File: config.mk
export PLATFORM = sky130hd
export DESIGN_NAME = alu_share_arbiter_flat
export DESIGN_NICKNAME = d
export VERILOG_FILES = /design/src/rtl/alu_pkg.sv /design/src/rtl/alu_share_arbiter_if.sv /design/src/rtl/rr_arbiter2.sv /design/src/rtl/alu_share_arbiter.sv /design/src/flat_wrapper.sv
export SDC_FILE = /design/constraint.sdc
export NUM_CORES = 1
export LEC_CHECK = 0
export ABC_CLOCK_PERIOD_IN_PS = 1450
export CORE_ASPECT_RATIO = 1.4
export CORE_MARGIN = 5
export CORE_UTILIZATION = 33
export CTS_CLUSTER_SIZE = 14
export DETAILED_ROUTE_END_ITERATION = 6
export HOLD_SLACK_MARGIN = 0.15
export PLACE_DENSITY = 0.78
export SKIP_CTS_REPAIR_TIMING = 1
export SYNTH_ARGS = -nofsm -noshare
export SYNTH_HDL_FRONTEND = slang
export SYNTH_SLANG_ARGS = --single-unit
File: constraint.sdc
create_clock -name clock -period 1.45 [get_ports clock]
set_clock_uncertainty 0.15 [all_clocks]
set_input_delay 0.29 -clock clock [delete_from_list [all_inputs] [get_ports clock]]
set_output_delay 0.29 -clock clock [all_outputs]
set_load 0.01 [all_outputs]
File: src/rtl/alu_pkg.sv
// Shared definitions for the ALU sharing logic: op codes, op decode helper and FSM states.
package alu_pkg;

  localparam int OP_W = 3;

  localparam logic [OP_W-1:0] ALU_AND = 3'b000;
  localparam logic [OP_W-1:0] ALU_OR  = 3'b001;
  localparam logic [OP_W-1:0] ALU_ADD = 3'b010;
  localparam logic [OP_W-1:0] ALU_SUB = 3'b110;
  localparam logic [OP_W-1:0] ALU_SLT = 3'b111;

  typedef enum logic [1:0] {
    IDLE = 2'd0,
    EXEC = 2'd1,
    RESP = 2'd2
  } state_t;

  function automatic logic op_supported(input logic [OP_W-1:0] op);
    case (op)
      ALU_AND, ALU_OR, ALU_ADD, ALU_SUB, ALU_SLT: return 1'b1;
      default:                                    return 1'b0;
    endcase
  endfunction

endpackage

File: src/rtl/alu_share_arbiter_if.sv
// Request/response and ALU-side bundle of the shared ALU arbiter.
interface alu_share_arbiter_if #(
  parameter int WIDTH = 32,
  parameter int OP_W  = alu_pkg::OP_W
);
  logic             req0_valid;
  logic             req0_ready;
  logic [WIDTH-1:0] req0_a;
  logic [WIDTH-1:0] req0_b;
  logic [OP_W-1:0]  req0_op;

  logic             req1_valid;
  logic             req1_ready;
  logic [WIDTH-1:0] req1_a;
  logic [WIDTH-1:0] req1_b;
  logic [OP_W-1:0]  req1_op;

  logic             rsp0_valid;
  logic             rsp0_ready;
  logic             rsp1_valid;
  logic             rsp1_ready;
  logic [WIDTH-1:0] rsp_data;
  logic             rsp_zero;
  logic             rsp_err;

  logic [WIDTH-1:0] alu_a;
  logic [WIDTH-1:0] alu_b;
  logic [OP_W-1:0]  alu_op;
  logic [WIDTH-1:0] alu_result;
  logic             alu_zero;

  // Arbiter side
  modport slave (
    input  req0_valid, req0_a, req0_b, req0_op,
    input  req1_valid, req1_a, req1_b, req1_op,
    input  rsp0_ready, rsp1_ready, alu_result, alu_zero,
    output req0_ready, req1_ready, rsp0_valid, rsp1_valid,
    output rsp_data, rsp_zero, rsp_err, alu_a, alu_b, alu_op
  );

  // Requester/ALU side
  modport master (
    output req0_valid, req0_a, req0_b, req0_op,
    output req1_valid, req1_a, req1_b, req1_op,
    output rsp0_ready, rsp1_ready, alu_result, alu_zero,
    input  req0_ready, req1_ready, rsp0_valid, rsp1_valid,
    input  rsp_data, rsp_zero, rsp_err, alu_a, alu_b, alu_op
  );

endinterface

File: src/rtl/rr_arbiter2.sv
// Combinational two-way round-robin grant; on a tie the port that did not win last time is granted.
module rr_arbiter2 (
  input  logic [1:0] valid,
  input  logic       last_grant,
  output logic [1:0] grant
);

  always_comb begin
    grant = 2'b00;
    case (valid)
      2'b01:   grant = 2'b01;
      2'b10:   grant = 2'b10;
      2'b11:   grant = last_grant ? 2'b01 : 2'b10;
      default: grant = 2'b00;
    endcase
  end

endmodule

File: src/rtl/alu_share_arbiter.sv
// Shares one ALU between two requesters: round-robin accept, registered operands,
// one-cycle execute, registered result held for the owning requester until consumed.
module alu_share_arbiter #(
  parameter int WIDTH = 32,
  parameter int OP_W  = alu_pkg::OP_W
) (
  input logic                clock,
  input logic                reset,
  alu_share_arbiter_if.slave bus
);
  import alu_pkg::*;

  state_t           state;
  logic             last_grant;
  logic             owner;
  logic [1:0]       req_valid;
  logic [1:0]       grant;
  logic             accept;
  logic             rsp_done;
  logic [WIDTH-1:0] sel_a;
  logic [WIDTH-1:0] sel_b;
  logic [OP_W-1:0]  sel_op;

  assign req_valid = {bus.req1_valid, bus.req0_valid};

  rr_arbiter2 u_rr (
    .valid      (req_valid),
    .last_grant (last_grant),
    .grant      (grant)
  );

  // Grant is only ever nonzero for a valid port, so ready implies a handshake.
  assign bus.req0_ready = (state == IDLE) && grant[0];
  assign bus.req1_ready = (state == IDLE) && grant[1];
  assign accept         = (state == IDLE) && (grant != 2'b00);
  assign rsp_done       = (bus.rsp0_valid && bus.rsp0_ready) ||
                          (bus.rsp1_valid && bus.rsp1_ready);

  always_comb begin
    sel_a  = bus.req0_a;
    sel_b  = bus.req0_b;
    sel_op = bus.req0_op;
    if (grant[1]) begin
      sel_a  = bus.req1_a;
      sel_b  = bus.req1_b;
      sel_op = bus.req1_op;
    end
  end

  always_ff @(posedge clock) begin
    if (reset) begin
      state          <= IDLE;
      last_grant     <= 1'b1;
      owner          <= 1'b0;
      bus.alu_a      <= '0;
      bus.alu_b      <= '0;
      bus.alu_op     <= '0;
      bus.rsp_data   <= '0;
      bus.rsp_zero   <= 1'b0;
      bus.rsp_err    <= 1'b0;
      bus.rsp0_valid <= 1'b0;
      bus.rsp1_valid <= 1'b0;
    end else begin
      case (state)
        IDLE: begin
          if (accept) begin
            bus.alu_a  <= sel_a;
            bus.alu_b  <= sel_b;
            bus.alu_op <= sel_op;
            owner      <= grant[1];
            last_grant <= grant[1];
            state      <= EXEC;
          end
        end
        EXEC: begin
          // An unsupported op never trusts the ALU output.
          if (op_supported(bus.alu_op)) begin
            bus.rsp_data <= bus.alu_result;
            bus.rsp_zero <= bus.alu_zero;
            bus.rsp_err  <= 1'b0;
          end else begin
            bus.rsp_data <= '0;
            bus.rsp_zero <= 1'b1;
            bus.rsp_err  <= 1'b1;
          end
          bus.rsp0_valid <= ~owner;
          bus.rsp1_valid <= owner;
          state          <= RESP;
        end
        RESP: begin
          if (rsp_done) begin
            bus.rsp0_valid <= 1'b0;
            bus.rsp1_valid <= 1'b0;
            state          <= IDLE;
          end
        end
        default: state <= IDLE;
      endcase
    end
  end

endmodule

File: src/flat_wrapper.sv
// flat-port wrapper written by rule: the top's interface ports become plain ports
module alu_share_arbiter_flat import alu_pkg::*;
#(
  parameter int WIDTH = 32,
  parameter int OP_W  = alu_pkg::OP_W
)
  (clock, reset, bus_req0_valid, bus_req0_a, bus_req0_b, bus_req0_op, bus_req1_valid, bus_req1_a, bus_req1_b, bus_req1_op, bus_rsp0_ready, bus_rsp1_ready, bus_alu_result, bus_alu_zero, bus_req0_ready, bus_req1_ready, bus_rsp0_valid, bus_rsp1_valid, bus_rsp_data, bus_rsp_zero, bus_rsp_err, bus_alu_a, bus_alu_b, bus_alu_op);
  alu_share_arbiter_if #(.WIDTH(WIDTH), .OP_W(OP_W)) bus_i ();
  input logic clock;
  input logic reset;
  input wire logic [$bits(bus_i.req0_valid)-1:0] bus_req0_valid;
  input wire logic [$bits(bus_i.req0_a)-1:0] bus_req0_a;
  input wire logic [$bits(bus_i.req0_b)-1:0] bus_req0_b;
  input wire logic [$bits(bus_i.req0_op)-1:0] bus_req0_op;
  input wire logic [$bits(bus_i.req1_valid)-1:0] bus_req1_valid;
  input wire logic [$bits(bus_i.req1_a)-1:0] bus_req1_a;
  input wire logic [$bits(bus_i.req1_b)-1:0] bus_req1_b;
  input wire logic [$bits(bus_i.req1_op)-1:0] bus_req1_op;
  input wire logic [$bits(bus_i.rsp0_ready)-1:0] bus_rsp0_ready;
  input wire logic [$bits(bus_i.rsp1_ready)-1:0] bus_rsp1_ready;
  input wire logic [$bits(bus_i.alu_result)-1:0] bus_alu_result;
  input wire logic [$bits(bus_i.alu_zero)-1:0] bus_alu_zero;
  output wire logic [$bits(bus_i.req0_ready)-1:0] bus_req0_ready;
  output wire logic [$bits(bus_i.req1_ready)-1:0] bus_req1_ready;
  output wire logic [$bits(bus_i.rsp0_valid)-1:0] bus_rsp0_valid;
  output wire logic [$bits(bus_i.rsp1_valid)-1:0] bus_rsp1_valid;
  output wire logic [$bits(bus_i.rsp_data)-1:0] bus_rsp_data;
  output wire logic [$bits(bus_i.rsp_zero)-1:0] bus_rsp_zero;
  output wire logic [$bits(bus_i.rsp_err)-1:0] bus_rsp_err;
  output wire logic [$bits(bus_i.alu_a)-1:0] bus_alu_a;
  output wire logic [$bits(bus_i.alu_b)-1:0] bus_alu_b;
  output wire logic [$bits(bus_i.alu_op)-1:0] bus_alu_op;
  assign bus_i.req0_valid = bus_req0_valid;
  assign bus_i.req0_a = bus_req0_a;
  assign bus_i.req0_b = bus_req0_b;
  assign bus_i.req0_op = bus_req0_op;
  assign bus_i.req1_valid = bus_req1_valid;
  assign bus_i.req1_a = bus_req1_a;
  assign bus_i.req1_b = bus_req1_b;
  assign bus_i.req1_op = bus_req1_op;
  assign bus_i.rsp0_ready = bus_rsp0_ready;
  assign bus_i.rsp1_ready = bus_rsp1_ready;
  assign bus_i.alu_result = bus_alu_result;
  assign bus_i.alu_zero = bus_alu_zero;
  assign bus_req0_ready = bus_i.req0_ready;
  assign bus_req1_ready = bus_i.req1_ready;
  assign bus_rsp0_valid = bus_i.rsp0_valid;
  assign bus_rsp1_valid = bus_i.rsp1_valid;
  assign bus_rsp_data = bus_i.rsp_data;
  assign bus_rsp_zero = bus_i.rsp_zero;
  assign bus_rsp_err = bus_i.rsp_err;
  assign bus_alu_a = bus_i.alu_a;
  assign bus_alu_b = bus_i.alu_b;
  assign bus_alu_op = bus_i.alu_op;
  alu_share_arbiter #(.WIDTH(WIDTH), .OP_W(OP_W)) u_core (.clock(clock), .reset(reset), .bus(bus_i));
endmodule
Word-level counts from Yosys, hierarchy flattened
Cells that the tools add are included.

storage, ports and cells
  register bits after elaboration = 107
  latch bits = 0
  bits in writable memories = 0
  memory bits (read-only) = 0
  input bits = 173
  memories = 0

cells by class
  add/subtract/negate cells = 0
  multipliers = 0
  div/mod/pow operators = 0
  $lt $le $gt $ge = 0
  equality and inequality tests = 11
  shift-type cells = 0
  mux-type cells = 17
  bitwise logic cells = 1
  reductions and logical operators = 14

operator list
  cell                                                                     number
  32-bit two-way mux                                                       3
  2-bit case mux with 3 select lines                                       2
  2-bit equality test, second input constant                               3
  3-bit equality test, second input constant                               2
  1-bit two-way mux                                                        6
  2-bit two-way mux                                                        3
  2-bit AND reduction                                                      3
  1-bit logical AND                                                        5
  5-bit OR reduction                                                       1
  2-bit by 1-bit equality test with 1-bit output, second input constant    2
  2-bit by 1-bit inequality test with 1-bit output, second input constant  2
  1-bit case mux with 2 select lines                                       2
  2-bit nonzero test                                                       2
  3-bit by 1-bit equality test with 1-bit output, second input constant    1
  3-bit by 2-bit equality test with 1-bit output, second input constant    1
  3-bit zero test                                                          1
  3-bit two-way mux                                                        1
  2-bit zero test                                                          1
  1-bit logical OR                                                         1
  1-bit inverter                                                           1

Longest topological paths before layout
Gate-level depths: netlist (run 1).

  depth in word-level cells = 6
  mapped depth = 6
  depth with buffers taken out = 4

Hierarchy
Synthesis (run 1) repeated with hierarchy kept, for this count alone.

second synthesis, totals
  cell total of the unflattened synthesis = 422
  area total of the unflattened synthesis = 4515.6 µm²

modules (own cells, without submodules)
  module             instances  cells an instance  area an instance (µm²)  sequential area each (µm²)
  alu_share_arbiter  1          419                4496.8                  2142.1
  rr_arbiter2        1          3                  18.8                    0.0

Least setup slack after synthesis (run 1)
No wires, ideal clock.

  kind = reg2reg
  start point = register u_core.state[0]
  end point = register u_core.bus.alu_a[0]
  setup time = 0.103 ns
  arrival = 1.364 ns
  required time = 1.197 ns
  setup slack = -0.167 ns
  stages on the path, launching flop included = 7
  buffers on the path = 3
  cell sequence = dfxtp_1 -> nor2_1 -> and3_1 -> clkbuf_1 -> buf_2 -> buf_2 -> a222oi_1

on the way
  cells in the longest elaborated chain, start to end = 3

RTL lines
  what                             line                                              source
  start: declaration               alu_share_arbiter.sv:13                           state_t state;
  start signal: assignment         alu_share_arbiter.sv:52                           state <= IDLE;
  start signal: assignment         alu_share_arbiter.sv:72                           state <= EXEC;
  start signal: assignment         alu_share_arbiter.sv:88                           state <= RESP;
  2-bit zero test *                alu_share_arbiter.sv:35, alu_share_arbiter.sv:64
  1-bit logical AND                alu_share_arbiter.sv:35                           assign accept = (state == IDLE) && (grant != 2'b00);
  2-bit AND reduction (no line) *  --
  end signal: assignment           alu_share_arbiter.sv:67                           bus.alu_a <= sel_a;
  end: declaration                 alu_share_arbiter_if.sv:38                        output rsp_data, rsp_zero, rsp_err, alu_a, alu_b, alu_op

Every way passes the cells marked *; elsewhere a longest branch is shown, timed or not.
A chain may end at the register's enable or synchronous reset.

Final worst setup path (run 1)
  start point = register u_core.last_grant
  end point = output port bus_req0_ready

on the way
  cells in the longest elaborated chain, start to end = 3

RTL lines
  what                                line                     source
  start: declaration                  alu_share_arbiter.sv:14  logic last_grant;
  start signal: assignment            alu_share_arbiter.sv:71  last_grant <= grant[1];
  2-bit two-way mux                   rr_arbiter2.sv:13        2'b11: grant = last_grant ? 2'b01 : 2'b10;
  2-bit case mux with 3 select lines  rr_arbiter2.sv:10        case (valid)
  1-bit logical AND                   alu_share_arbiter.sv:33  assign bus.req0_ready = (state == IDLE) && grant[0];
  end: declaration                    flat_wrapper.sv:23       output wire logic [$bits(bus_i.req0_ready)-1:0] bus_req0_ready;

No other way between the ends.

==> impl_summary.log, run 1 <==
INFO  metric status = finished, violations left
INFO  metric failing_checks = design-rule violations, negative setup slack
INFO  metric sw_frac_of_total = 30.1%
INFO  metric timing.critical_path.to_type = output pin
INFO  metric worst_path_largest_cell_delay = 0.36 ns
INFO  metric timing.rr.end = u_core.bus.alu_a[8]$_SDFFE_PP0P_
INFO  metric class_of_the_tightest_hold_or_removal_check = reg -> reg
INFO  metric shortest_period_the_worst_path_allows = 1.73 ns
INFO  metric reg2reg_depth = 6
INFO  metric final_util = 66.0%
INFO  metric timing.final.max_slew_violations = 0
INFO  metric grt_pass1_wl = approximately 24000 um
INFO  metric grt_max_degree = 67
INFO  metric synth.lib_cells_used.distinct = 27
INFO  metric mappedNetlistNets = roughly 660
INFO  metric peak_supply_drop = 0.000984 V
INFO  metric detail_route_antenna_nets = 0
INFO  metric maxClockFrequency = slightly below 600 MHz
INFO  metric drt-vias-per-instance = 5.17
INFO  metric drt_first_iter_violations = 379
INFO  metric post-route-drc-count = 11
INFO  metric io-pin-count = 278
INFO  metric postSynthRegisterBits = 107
INFO  metric min_delay_worst_endpoint = u_core.bus.rsp_data[4]$_SDFFE_PP0P_
INFO  metric total_leakage_power = about 5.1 nW
INFO  metric asyncSetResetFlopFracSynth = 0%
INFO  metric final-setup-viol-count = 100
INFO  metric synthesis.yosys.warnings = 0
INFO  metric synth_simple_gate_area_share = between 8 and 9%
INFO  metric clock_tree.htree_level_count = 3
INFO  metric synth_sequential_area_ratio = 50.8%
INFO  metric die_width = 106 um
INFO  metric portBuffers = 277
INFO  metric cap_violations = 0
INFO  metric net_total_in_the_final_layout = 953
INFO  metric post_synth.cell_area_avg = 8.75 um2
INFO  metric synth_flop_cell = sky130_fd_sc_hd__dfxtp_1
INFO  metric path_clk_slew = 0.08 ns
INFO  metric globalRoute.totalOverflow = 0
INFO  metric core_area = about 0.013 mm2
INFO  metric antenna_found_initial = 1
INFO  metric clock_sinks = 107
INFO  metric flow.area_growth_from_synthesis = 98.5%
INFO  metric ff2ff_setup_slack = -0.27 ns
INFO  metric grtUsageMet3 = ~6.3%
INFO  metric pwr_density_cell = 1070 mW/mm2
INFO  metric placement_rows = 49
INFO  metric grt.total_usage = 19.6%
INFO  metric critical_path.reg2reg.startpoint = u_core.last_grant$_SDFFE_PP1P_
INFO  metric design_power_total = 8.97 mW
INFO  metric clockPowerShare = 28.6%
INFO  metric dieArea = 0.0152 mm2
INFO  metric grt_pass1_vias = about 5000
INFO  metric criticalPathCategory = reg -> out
INFO  metric number_of_synthesized_flops_with_an_enable_pin = 0
INFO  metric xor_xnor_cell_area_share_of_the_yosys_netlist = 0%
INFO  metric setup_repair_after_global_routing_missed_its_margin = true
INFO  metric crit_chain = buf_6 -> nand2b_4 -> and3_4 -> buf_6
INFO  metric setup.worst_path.start_class = flop
INFO  metric synth-compound-area-share = 25.1%
INFO  metric worst_path_most_repeated_cell = sky130_fd_sc_hd__buf_6
INFO  metric internal-power = roughly 6.3 mW
INFO  metric synth_top_family_by_area = compound AO/OA/AOI/OAI gates
INFO  metric drt_wl_total = between 15000 and 20000 um
INFO  metric cpLargestDelayFamily = flip-flops
INFO  metric ctsLongestPathBuffers = 2
INFO  metric vias = between 4000 and 5000
INFO  metric worst_slew_margin_rel = 71.0%
INFO  metric globalRouteMet2Util = between 30% and 40%
INFO  metric post_route_cells_drive_above_1_share = 11.3%
INFO  metric cts_root_buf = sky130_fd_sc_hd__clkbuf_16
INFO  metric worst_hold_path.num_cells = 1
INFO  metric post_detail_place_hpwl = 11900 um
INFO  metric mappedNetlistArea = 0.00422 mm2
INFO  metric hold_ws = between 0.3 and 0.4 ns
INFO  metric globalplace.congestion = 0.812
INFO  metric timing_worst_slew_pin_value = roughly 0.43 ns
INFO  metric number_of_fillers_in_the_final_layout = 957
INFO  metric tritoncts.num_buffers = 9
INFO  metric fin_ws = -0.276 ns
INFO  metric worstPathMaxFanout = 4
INFO  metric timing_hold_violations_final = 0
INFO  metric clk-insertion-delay-late = about 0.34 ns
INFO  metric pwr-share-seq = 40.0%
INFO  metric die_height = 144 um
INFO  metric post-route-period-util = 119%
INFO  metric grt_most_used_layer = met2
INFO  metric power.combinational.fraction = 31.4%
INFO  metric synthAdderAreaFrac = 0%
INFO  metric cp.buffers_inverters = 2
INFO  metric hold_path.startpoint = u_core.bus.rsp_data[4]$_SDFFE_PP0P_
INFO  metric groute.layer.met1.usage = 20.1%
INFO  metric floorplan.initialDensity = 33.2%
INFO  metric synth_cells = 482
INFO  metric timing.critical_path.slowest_stage_cell = sky130_fd_sc_hd__dfxtp_2
INFO  metric worst_endpoint_required_time = between 1 and 1.5 ns
INFO  metric post_drt_wl_per_cell = 19.6 um
INFO  metric drt_pre_antenna_iters = 7
INFO  metric tritoncts = built
INFO  metric post_synth_mux_area_share = 0%
INFO  metric p_switching = 2.70 mW
INFO  metric arrival = 1.29 ns
[worst reg2reg max path: stages (launching register included)]
cell and delay (ns):
sky130_fd_sc_hd__dfxtp_2 0.34, sky130_fd_sc_hd__buf_6 0.11, sky130_fd_sc_hd__nand2b_4 0.13, sky130_fd_sc_hd__and3_4 0.18, sky130_fd_sc_hd__buf_12 0.16, sky130_fd_sc_hd__clkbuf_16 0.18
sky130_fd_sc_hd__a222oi_1 0.35
[placed cells by master (no fill, tap or decap), types with 2 or more instances in the layout]
cell / instances
sky130_fd_sc_hd__a21oi_1: 6
sky130_fd_sc_hd__dlymetal6s2s_1: 103
sky130_fd_sc_hd__buf_6: 9
sky130_fd_sc_hd__a222oi_1: 66
sky130_fd_sc_hd__o21ai_0: 6
sky130_fd_sc_hd__inv_6: 2
sky130_fd_sc_hd__dfxtp_1: 100
sky130_fd_sc_hd__inv_1: 134
sky130_fd_sc_hd__nor2_4: 3
sky130_fd_sc_hd__or2_2: 2
sky130_fd_sc_hd__buf_12: 10
sky130_fd_sc_hd__buf_8: 2
sky130_fd_sc_hd__inv_2: 2
sky130_fd_sc_hd__clkbuf_2: 3
sky130_fd_sc_hd__buf_4: 15
sky130_fd_sc_hd__clkinv_8: 2
sky130_fd_sc_hd__a22o_1: 32
sky130_fd_sc_hd__clkbuf_16: 18
sky130_fd_sc_hd__dfxtp_2: 3
sky130_fd_sc_hd__nand2_1: 68
sky130_fd_sc_hd__dfxtp_4: 4
sky130_fd_sc_hd__inv_12: 2
sky130_fd_sc_hd__clkdlybuf4s50_1: 169
sky130_fd_sc_hd__nor2_1: 3
[power by group through the flow]
stage | combinational (mW) | sequential (mW) | clock (mW)
after floorplan | 0.768 | 3.82 | 0
after global placement | 2.44 | 3.64 | 0
after detailed placement | 2.50 | 3.66 | 0
after CTS | 2.51 | 3.60 | 2.63
after global routing | 3.00 | 3.64 | 2.74
final | 2.82 | 3.59 | 2.57
[layer usage]
| layer | routed length [um] | share of wire [%] | up-vias |
|---|---|---|---|
| met2 | 9970 | 54 | 243 |
| met1 | 6530 | 35 | 2314 |
| met5 | 0 | 0 | - |
| met3 | 1330 | 7.2 | 39 |
| met4 | 624 | 3.4 | 0 |
| li1 | - | - | 2259 |
[cells in the mapped netlist, drive strengths merged, types with 2 or more instances]
cell    count  area (um2)
nand2b      2        12.5
nand3       2        10.0
clkbuf     25        93.8
nor2b       2        12.5
nor2        5        18.8
or2         2        12.5
nand2      68         255
buf        11        52.6
inv       136         510
a211oi      2        15.0
a21oi       6        30.0
dfxtp     107        2140
a222oi     66         661
o21ai       6        30.0
a22o       32         280
[final cells by class]
cell class	count	area, um2	area share [%]
repair buffers	322	3700	44.2
flip-flops and latches	107	2160	25.8
multi-input cells	204	1490	17.8
inverters	136	510	6.10
clock buffers	9	225	2.69
well taps	153	191	2.29
clock inverters	7	93.8	1.12
diodes	1	2.50	0.0299
[cell families (layout without fill, tap and decap cells)]
kind of cell,count (synthesis),count (layout)
compound gates,117,117
flops,107,107
simple gates,86,87
buf+inv,172,474
other cells,0,1
[flip-flops by register name, summed over array words and instances, names as in the netlist]
name	count
u_core.bus.alu_a	32
u_core.bus.alu_b	32
u_core.bus.alu_op	3
u_core.bus.rsp0_valid	1
u_core.bus.rsp1_valid	1
u_core.bus.rsp_data	32
u_core.bus.rsp_err	1
u_core.bus.rsp_zero	1
u_core.last_grant	1
u_core.owner	1
u_core.state	2
[worst max-delay path by stage]
stage                              startpoint                               end  slack, ns  cells after the start
2_1_floorplan    u_core.state[0]$_SDFFE_PP0P_  u_core.bus.alu_a[0]$_SDFFE_PP0P_      -0.02                      6
3_3_place_gp                   bus_req1_valid                    bus_req1_ready      -0.80                      5
3_5_place_dp                   bus_req1_valid                    bus_req1_ready      -0.82                      5
6_report       u_core.last_grant$_SDFFE_PP1P_                    bus_req0_ready      -0.28                      4
5_1_grt        u_core.last_grant$_SDFFE_PP1P_                    bus_req0_ready      -0.32                      4
4_1_cts                        bus_req1_valid                    bus_req1_ready      -0.82                      5
[through the flow]
step	std cells	setup TNS (ns)	instance area (um2)	setup slack, ns
detailed placement	896	-77.82	7280	-0.816
global route	939	-19.90	8370	-0.319
global placement	896	-74.32	7280	-0.801
finish	939	-14.42	8370	-0.276
floorplan	482	-0.0192	4300	-0.0192
CTS	912	-68.69	7600	-0.816
Power figures use the tool's default switching activity.
==> inputs of run 2 (changes only) <==
--- a/config.mk
+++ b/config.mk
@@ -13,6 +13,7 @@
 export DETAILED_ROUTE_END_ITERATION = 6
 export HOLD_SLACK_MARGIN = 0.15
 export PLACE_DENSITY = 0.78
+export REMOVE_ABC_BUFFERS = 1
 export SKIP_CTS_REPAIR_TIMING = 1
 export SYNTH_ARGS = -nofsm -noshare
 export SYNTH_HDL_FRONTEND = slang
==> constraint.sdc (replaced) <==
create_clock -name clock -period 1.45 [get_ports clock]
set_clock_uncertainty 0.15 [all_clocks]
set_input_delay 0.2175 -clock clock [delete_from_list [all_inputs] [get_ports clock]]
set_output_delay 0.2175 -clock clock [all_outputs]
set_load 0.01 [all_outputs]
==> run 2 against run 1 <==
Against the previous run:
- the run ends with negative setup slack left
- non-clock buffer count is 14 lower
- final cell count is 1.6% lower
- maximum frequency is 3.4% higher
- register-to-register slack better by 0.05 ns
- routed wire length is 5.4% lower
- sequential power hardly changed
- die area stayed put
==> impl_summary.log, run 2 (synthesized netlist as in run 1, its figures left out) <==
INFO  metric status = finished, violations left
INFO  metric failing_checks = negative setup slack
INFO  metric die_height = 144 um (unchanged)
INFO  metric final_util = 63.7% (-2.3 points)
INFO  metric worstPathMaxFanout = 12 (+8)
INFO  metric design_power_total = 8.56 mW (-4.6%)
INFO  metric post_route_cells_drive_above_1_share = 8.82% (-2.5 points)
INFO  metric fin_ws = -0.220 ns (+0.0565 ns)
INFO  metric criticalPathCategory = reg -> reg
INFO  metric ctsLongestPathBuffers = 2 (unchanged)
INFO  metric timing_hold_violations_final = 0 (unchanged)
INFO  metric shortest_period_the_worst_path_allows = 1.67 ns (-0.0565 ns)
INFO  metric peak_supply_drop = 0.000716 V (-27%)
INFO  metric post_drt_wl_per_cell = 18.9 um (-3.9%)
INFO  metric placed_area = 0.00727 mm2 (-0.19%)
INFO  metric final-setup-viol-count = 100 (unchanged)
INFO  metric timing.critical_path.slowest_stage_cell = sky130_fd_sc_hd__dfxtp_2
INFO  metric post-route-period-util = 115% (-3.9 points)
INFO  metric setup_repair_after_global_routing_missed_its_margin = true
INFO  metric layout.cells.most_common = sky130_fd_sc_hd__clkdlybuf4s50_1
INFO  metric crit_chain = nor2_4 -> buf_4 -> buf_4 -> nand3_4 -> clkbuf_16 -> a222oi_1
INFO  metric drt_wl_total = 17400 um (-5.4%)
INFO  metric io-pin-count = 278 (unchanged)
INFO  metric clock_tree.htree_level_count = 3 (unchanged)
INFO  metric drt-vias-per-instance = 5.20 (+0.64%)
INFO  metric highest_layer = met4
INFO  metric pwr_density_cell = 1060 mW/mm2 (-1.3%)
INFO  metric globalRoute.totalOverflow = 0 (unchanged)
INFO  metric multiInputGateArea = 0.00150 mm2 (+0.25%)
INFO  metric arrival = 1.74 ns (+0.45 ns)
INFO  metric timing.critical_path.to_type = flop
INFO  metric antenna_found_initial = 0 (-1)
INFO  metric clk-insertion-delay-late = 0.34 ns (about the same)
INFO  metric die_width = 106 um (unchanged)
INFO  metric grt_pass1_vias = 4959 (+0.81%)
INFO  metric dieArea = 0.0152 mm2 (unchanged)
INFO  metric post-route-drc-count = 0 (-11)
INFO  metric tritoncts.num_buffers = 9 (unchanged)
INFO  metric portBuffers = 277 (unchanged)
INFO  metric worst_slew_margin_rel = 70.8% (-0.17 points)
INFO  metric net_total_in_the_final_layout = 939 (-1.5%)
INFO  metric timing_worst_slew_pin_value = 0.437 ns (+0.00251 ns)
INFO  metric clock_sinks = 107 (unchanged)
INFO  metric antennaDiodeCount = 0 (-1)
INFO  metric detail_route_antenna_nets = 0 (unchanged)
INFO  metric placement.setup.worst_slack = -0.839 ns (-0.0232 ns)
INFO  metric total_leakage_power = 5.01 nW (-2.2%)
INFO  metric globalplace.congestion = 0.934 (+15%)
INFO  metric timing.final.max_slew_violations = 0 (unchanged)
INFO  metric worst_path_most_repeated_cell = sky130_fd_sc_hd__buf_4
INFO  metric placement_rows = 49 (unchanged)
INFO  metric vias = 4808 (-0.97%)
INFO  metric maxClockFrequency = 599 MHz (+3.4%)
INFO  metric flow.area_growth_from_synthesis = 91.7%
INFO  metric floorplan.initialDensity = 33.2% (unchanged)
INFO  metric met3_length = 1280 um (-4.1%)
INFO  metric drt_first_iter_violations = 397 (+4.7%)
INFO  metric core_area = 0.0127 mm2 (unchanged)
INFO  metric met2RoutedLength = 9450 um (-5.2%)
INFO  metric grt_max_degree = 67 (unchanged)
INFO  metric post_detail_place_hpwl = 12200 um (+2.7%)
INFO  metric grt.total_usage = 20.0% (+0.42 points)
INFO  metric class_of_the_tightest_hold_or_removal_check = in -> reg
INFO  metric cts_root_buf = sky130_fd_sc_hd__clkbuf_16
INFO  metric worst_path_largest_cell_delay = 0.35 ns (about the same)
INFO  metric grt_pass1_wl = 24400 um (+1.1%)
INFO  metric fin_area = 0.00809 mm2 (-3.4%)
INFO  metric cap_violations = 0 (unchanged)
INFO  metric drt_pre_antenna_iters = 6 (-1)
INFO  metric fin_tns_setup = -12.87 ns (+1.55 ns)
INFO  metric setup.worst_path.start_class = flop
INFO  metric tritoncts = built
INFO  metric number_of_fillers_in_the_final_layout = 1038 (+8.5%)
INFO  metric worst_endpoint_required_time = 1.52 ns (+0.51 ns)
INFO  metric met1_length = 6220 um (-4.7%)
INFO  metric biggestRegsByFlops = u_core.bus.alu_a (32), u_core.bus.alu_b (32), u_core.bus.rsp_data (32)
INFO  metric regArea = 0.00215 mm2 (-0.69%)
INFO  metric most-common-layout-cells = sky130_fd_sc_hd__clkdlybuf4s50_1, sky130_fd_sc_hd__inv_1, sky130_fd_sc_hd__dlymetal6s2s_1
INFO  metric path_clk_slew = 0.08 ns (about the same)
==> run 2: area by class of cell <==
cell class / count / area share (%)
Sequential cell: 107 / 26.5
Clock buffer: 11 / 3.13
Clock inverter: 5 / 0.464
Timing Repair Buffer: 308 / 42.7
Multi-Input combinational cell: 204 / 18.5
Inverter: 136 / 6.31
Tap cell: 153 / 2.37
==> run 2: final timing paths <==
kind,from,endpoint,slack [ns],depth (start not counted)
hold reg to reg,u_core.bus.alu_a[3]$_SDFFE_PP0P_,u_core.bus.alu_a[3]$_SDFFE_PP0P_,0.33,2
setup / recovery,u_core.state[0]$_SDFFE_PP0P_,u_core.bus.alu_a[7]$_SDFFE_PP0P_,-0.22,6
setup reg to reg,u_core.state[0]$_SDFFE_PP0P_,u_core.bus.alu_a[7]$_SDFFE_PP0P_,-0.22,6
hold / removal,bus_req1_a[13],u_core.bus.alu_a[13]$_SDFFE_PP0P_,0.27,3
==> run 2: layer usage <==
metal,global-route usage [%],vias to the layer above
li1,-,2218
met1,20.3,2304
met2,37.9,251
met3,6.29,35
met4,7.84,0
met5,0,-
==> run 2: stage by stage <==
stage / instances / hold WS [ns]
2_1_floorplan: 446 / 0.137
6_report: 924 / 0.275
3_3_place_gp: 898 / 0.311
4_1_cts: 914 / 0.260
3_5_place_dp: 898 / 0.314
5_1_grt: 924 / 0.265
==> run 2: power by group <==
part | switching [mW] | total [mW] | internal, mW
combinational | 1.11 | 2.60 | 1.49
clock | 1.11 | 2.37 | 1.26
sequential | 0.225 | 3.58 | 3.36
total | 2.44 | 8.56 | 6.12
==> run 2: critical path, delay by kind of cell, from the launching register on <==
family,cells,cell delay (ns)
buf+inv,3,0.46
flops,1,0.35
compound gates,1,0.32
simple gates,2,0.27
